`src/rtl/jk_sync_counter.sv`:
```
// Loadable, cascadable synchronous up/down counter with a programmable modulus.
// Counts on rising edges of cnt_clk as sampled by MasterClock; stages chain through ci/co.
module jk_sync_counter #(
    parameter int WIDTH  = 4,
    parameter int MODULO = 16
) (
    input  logic             MasterClock,
    input  logic             rL,
    input  logic             cnt_clk,
    input  logic             ci,
    input  logic             ld,
    input  logic             up,
    input  logic [WIDTH-1:0] d,
    output logic [WIDTH-1:0] q,
    output logic [WIDTH-1:0] qL,
    output logic             co,
    output logic             tc
);

    localparam logic [WIDTH-1:0] TERM_UP = WIDTH'(MODULO - 1);

    logic [WIDTH-1:0] count_q, count_d;
    logic             oldClk_q;
    logic             tc_q, tc_d;
    logic             ev;
    logic             atTerm;

    assign ev     = cnt_clk & ~oldClk_q;
    assign atTerm = up ? (count_q == TERM_UP) : (count_q == '0);

    always_comb begin
        count_d = count_q;
        tc_d    = 1'b0;
        if (ev) begin
            if (ld) begin
                count_d = d;
            end else if (ci) begin
                tc_d = atTerm;
                if (up) begin
                    count_d = atTerm ? '0 : count_q + 1'b1;
                end else begin
                    count_d = atTerm ? TERM_UP : count_q - 1'b1;
                end
            end
        end
    end

    // Edge-detect register resets high so a strobe held across reset release never counts.
    always_ff @(posedge MasterClock or negedge rL) begin
        if (!rL) begin
            count_q  <= '0;
            oldClk_q <= 1'b1;
            tc_q     <= 1'b0;
        end else begin
            count_q  <= count_d;
            oldClk_q <= cnt_clk;
            tc_q     <= tc_d;
        end
    end

    assign q  = count_q;
    assign qL = ~count_q;
    assign co = ci & atTerm;
    assign tc = tc_q;

endmodule
```
`config.mk`:
```
export PLATFORM = sky130hd
export DESIGN_NAME = jk_sync_counter
export DESIGN_NICKNAME = d
export VERILOG_FILES = /design/src/rtl/jk_sync_counter.sv
export SDC_FILE = /design/constraint.sdc
export NUM_CORES = 1
export LEC_CHECK = 0
export ABC_AREA = 1
export BUFFER_PORTS_ARGS = -buffer_cell sky130_fd_sc_hd__buf_2
export CAP_MARGIN = 20
export CELL_PAD_IN_SITES_DETAIL_PLACEMENT = 1
export CELL_PAD_IN_SITES_GLOBAL_PLACEMENT = 2
export CORE_MARGIN = 1.5
export CORE_UTILIZATION = 21
export DETAILED_ROUTE_END_ITERATION = 6
export GPL_TIMING_DRIVEN = 0
export PLACE_DENSITY_LB_ADDON = 0.2
export SLEW_MARGIN = 20
export SYNTH_ARGS = -nofsm -noshare
export SYNTH_HDL_FRONTEND = slang
export SYNTH_SLANG_ARGS = --single-unit
```
`constraint.sdc`:
```
create_clock -name MasterClock -period 1.2 [get_ports MasterClock]
set_input_delay 0.12 -clock MasterClock [delete_from_list [all_inputs] [get_ports MasterClock]]
set_output_delay 0.12 -clock MasterClock [all_outputs]
set_load 0.01 [all_outputs]
```
## Yosys cells after proc, flatten, opt, wreduce, memory -nomap -nowiden

Index checks and enable logic that the tools add are counted.

- Register bits after elaboration: 6
- Input port bits: 10
- Word-level logic and storage cells: 22

- $add $sub $neg: 2
- Eq/ne operators: 1
- Muxes and demuxes: 9
- Bitwise operators: 4
- Reduce and logical (&&, ||, !) cells: 3

Operators by type and width:

| kind | number |
|---|---|
| $mux W4 | 5 |
| $add A4 B1 Y4 const B | 1 |
| $eq A4 B4 Y1 const B | 1 |
| $logic_not A4 Y1 | 1 |
| $mux W1 | 4 |
| $not A4 Y4 | 1 |
| $sub A4 B1 Y4 const B | 1 |
| $and A1 B1 Y1 | 2 |
| $reduce_and A2 Y1 | 1 |
| $reduce_bool A2 Y1 | 1 |
| $not A1 Y1 | 1 |

## Depth between registers and ports, before layout

- Depth after elaboration: 6
- Depth in mapped cells: 10

## Worst setup path after synthesis

Ideal clock, no wire load.

- Path kind: register -> register
- Start point: register count_q[0] (netlist: q[0])
- End point: register count_q[1] (netlist: q[1])
- Setup time: 117 ps
- Arrival: 1,307 ps
- Required time: 1,083 ps
- Slack: -223 ps
- Stages on the path, launching flop included: 8
- Period minus slack after synthesis: 1,423 ps
- Cell sequence: dfrtp_1 inv_1 ha_1 nor3b_2 o21ai_0 nand3_1 nand2_1 nand2_1

- Cells in the longest elaborated chain, start to end: 6
- Elaborated cells on any way between the ends: 10

RTL lines:

| item | line | text |
|---|---|---|
| start: declaration | 22 | `logic [WIDTH-1:0] count_q, count_d;` |
| start signal: assignment | 55 | `count_q <= count_d;` |
| branches (longest 3 deep; another with $sub A4 B1 Y4) | - |  |
| $mux W4 * | 39 | `if (up) begin` |
| $mux W4 * | 37 | `end else if (ci) begin` |
| $mux W4 * | 35 | `if (ld) begin` |

Every way passes the cells marked *. The select of a mux whose other input is x is not followed.
A chain may end at the register's enable or synchronous reset.

## Worst setup path in the final report

- Start point: register count_q[1] (netlist: q[1])
- End point: output port co

- Cells in the longest elaborated chain, start to end: 3
- Elaborated cells on any way between the ends: 4

RTL lines:

| item | line | text |
|---|---|---|
| $eq A4 B4 Y1 or $logic_not A4 Y1 (tied branches) | 29 | `assign atTerm = up ? (count_q == TERM_UP) : (count_q == '0);` |
| $mux W1 * | 29 |  |
| $and A1 B1 Y1 * | 63 | `assign co = ci & atTerm;` |
| end: declaration | 16 | `output logic co,` |

Mark *: on every way between the ends. The rest lies on a longest branch, timed or not.

==> results.json <==
{
  "synth_area_um2": 508,
  "clock_skew_ns": 0.00581,
  "hold_path_class": "primary input to register",
  "core_um2": 2250,
  "relSlewSlack": 0.789,
  "seq_area_frac_synth": 0.298,
  "place.port_buffers": 19,
  "use_met2": 0.228,
  "start_kind": "register",
  "power_density_nw_per_um2": 1330,
  "clkTransAtPathRegs_ns": 0.05,
  "overflow": 0,
  "maxCapViolCount": 0,
  "synthMuxAreaShare": 0,
  "endpoint_kind": "primary output",
  "grt_max_degree": 11,
  "grtUsageTotal": 0.134,
  "clock_sinks": 6,
  "yosysUniqueCellTypes": 19,
  "gp_congestion": 0.746,
  "row_count": 17,
  "postRouteAntennaNets": 0,
  "slowest_stage": "dfrtp_2",
  "synth_fa_ha_area_frac": 0.0493,
  "rr_endpoint": "q[3]",
  "worstHoldPathCells": 2,
  "hold_ws_ns": 0.0985,
  "ys_warn_count": 0,
  "grt_pass1_vias": 591,
  "synth_xor_area_frac": 0.0172,
  "grt_pass1_wl_um": 2650,
  "drt-total-wl_um": 1660,
  "synthSimpleGateAreaFrac": 0.468,
  "start_util": 0.225,
  "ff2ff_path_depth": 10,
  "holdPathEnd": "tc",
  "min_period_over_period": 1.16,
  "crit_required_ns": 1.08,
  "grtUsageMet1": 0.171,
  "drc_errors": 0,
  "slew_viol_final": 0,
  "drive_gt1_frac": 0.509,
  "cp_max_fo": 4,
  "postSynthCellCount": 75,
  "io_pins": 20,
  "min_from": "ld",
  "fp.dieArea_um2": 2720,
  "root_buffer": "clkbuf_4",
  "numCtsBuffers": 3,
  "ctsLongestPathBuffers": 2,
  "synth_compound_area_frac": 0.0493,
  "busiest_layer": "met2",
  "cts_tree": "yes",
  "first_pass_iters": 3,
  "avgSynthCellArea_um2": 6.77,
  "ys_ff_latch": 6,
  "worst_pin_slew_ns": 0.317,
  "die_x_um": 52.2,
  "met3_usage": 0.0171,
  "r2r_start": "q[1]",
  "cp.arrival_ns": 1.27,
  "outcome": "finished with violations",
  "vias": 599,
  "die_h_um": 52.2,
  "tns_ns": -0.690,
  "vias_per_cell": 4.28,
  "area_delta_synth_final_pct": 71.7,
  "synth_nets": 87,
  "avgRoutedWirePerCell_um": 11.8,
  "hpwlAfterDp_um": 1120,
  "diodes": 0,
  "drt_iter0_drc": 10,
  "cp_cell_sequence": "inv_4 -> ha_4 -> nand3_4 -> nand2_2 -> nand2_2 -> inv_2 -> buf_6",
  "max_stage_delay_ns": 0.46,
  "crit_buf_inv": 3,
  "setup_viol": 5,
  "layout.nets": 125,
  "crit_top_cell": "nand2_2",
  "fill_cells": 289,
  "max_freq_mhz": 719,
  "critPathKind": "register to primary output",
  "synth_top_family_by_area": "simple AND/OR/NAND/NOR gates",
  "clk_latency_ns": 0.24,
  "antenna_found_initial": 0,
  "h-tree-depth": 1,
  "finalHoldViolCount": 0,
  "setup_slack_ns": -0.190,
  "rsz0062_at_grt": "yes",
  "violations": "setup timing",
  "path_delay_family": "flip-flops",
  "r2r_slack_ns": -0.18,
  "min_period_ns": 1.39,
  "p_leak_nw": 0.450,
  "ir_worst_vdd_mv": 0.428
}
[area by class of cell]
class                      instances  area, um^2  share of cell area
inverter                          10        42.5              0.0488
sequential                         6         154               0.176
tap                               28        35.0              0.0402
clock buffer                       4        26.3              0.0301
multi-input combinational         57         369               0.423
buffer                             2        22.5              0.0258
timing repair buffer              33         223               0.255
[worst max path at each step]
stage | start | to | slack, ns | cells after the start
final | q[1] | co | -0.19 | 7
after global routing | q[1] | q[3] | -0.26 | 11
after CTS | q[1] | co | -0.21 | 7
after detailed placement | q[1] | q[3] | -0.20 | 10
after global placement | q[1] | q[3] | -0.16 | 10
after floorplan | q[1] | q[3] | -0.03 | 10
[sequential cells by signal, indices dropped and copies added, names as in the netlist]
name      cells
oldClk_q      1
q             4
tc            1
[per-layer routing]
metal / vias to the layer above / part of all wire
met3: 0 / 0.017
met2: 8 / 0.51
met1: 280 / 0.47
li1: 311 / -
met5: - / 0
met4: 0 / 0
[metrics by stage]
step	util	instance area (um^2)	instances	setup WS, ns	power (mW)
CTS	0.365	822	136	-0.207	1.11
floorplan	-	528	75	-0.0286	0.609
global route	0.387	872	140	-0.256	1.25
finish	0.387	872	140	-0.190	1.16
global placement	0.292	658	122	-0.159	0.759
detailed placement	0.292	658	122	-0.198	0.764
[report_power, final]
group / leakage (nW) / switching [mW] / total (mW) / internal (mW)
logic: 0.364 / 0.351 / 0.684 / 0.333
clock network: 0.0150 / 0.0682 / 0.194 / 0.126
registers: 0.0712 / 0.0471 / 0.285 / 0.238
total: 0.450 / 0.466 / 1.16 / 0.697
[cells by family (layout without fill, tap and decap cells)]
| group | count (synthesis) | count (layout) |
|---|---|---|
| and+or+nand+nor | 49 | 49 |
| buffers and inverters | 12 | 49 |
| DFF | 6 | 6 |
| AOI/OAI and AO/OA | 5 | 5 |
| adders and majority gates | 2 | 2 |
| xor gates and xnor gates | 1 | 1 |
[cells in the final DEF (no fill, tap or decap)]
master	count
buf_6	6
inv_4	2
or2_2	1
dfrtp_1	3
clkbuf_1	1
nand3_1	6
o21ai_2	1
inv_2	4
nor2_4	1
xnor2_1	1
dfrtp_2	2
dlygate4sd3_1	2
o21ai_0	1
nor2_1	9
nor3b_4	1
nor4_4	1
clkbuf_4	3
a21oi_1	1
inv_1	4
nand2_2	2
nand3_2	1
buf_2	18
ha_4	2
nand2_1	23
dfstp_2	1
nand4_4	1
nand4_1	2
buf_4	9
o21ai_1	2
nand3_4	1
[synthesized netlist by cell type]
cell     instances  area (um^2)
nand2_1         25         93.8
nor2_1          10         37.5
inv_1            7         26.3
nand3_1          6         30.0
dfrtp_1          5          125
inv_2            3         11.3
buf_6            2         22.5
ha_1             2         25.0
nand3_2          2         20.0
nand4_1          2         12.5
o21ai_0          2         10.0
o21ai_1          2         10.0
a21oi_1          1         5.00
dfstp_2          1         26.3
nand4_2          1         12.5
nor3b_2          1         12.5
nor4_2           1         12.5
or2_2            1         6.26
xnor2_1          1         8.76
[timing repair]
item,CTS,global route
endpoints found under the hold margin,7,0
gates resized for setup,12,4
endpoints found under the setup margin,6,7
gates cloned,0,0
hold buffers,2,0
buffers inserted,8,4
pin swaps,9,9
Power figures use the tool's default switching activity.
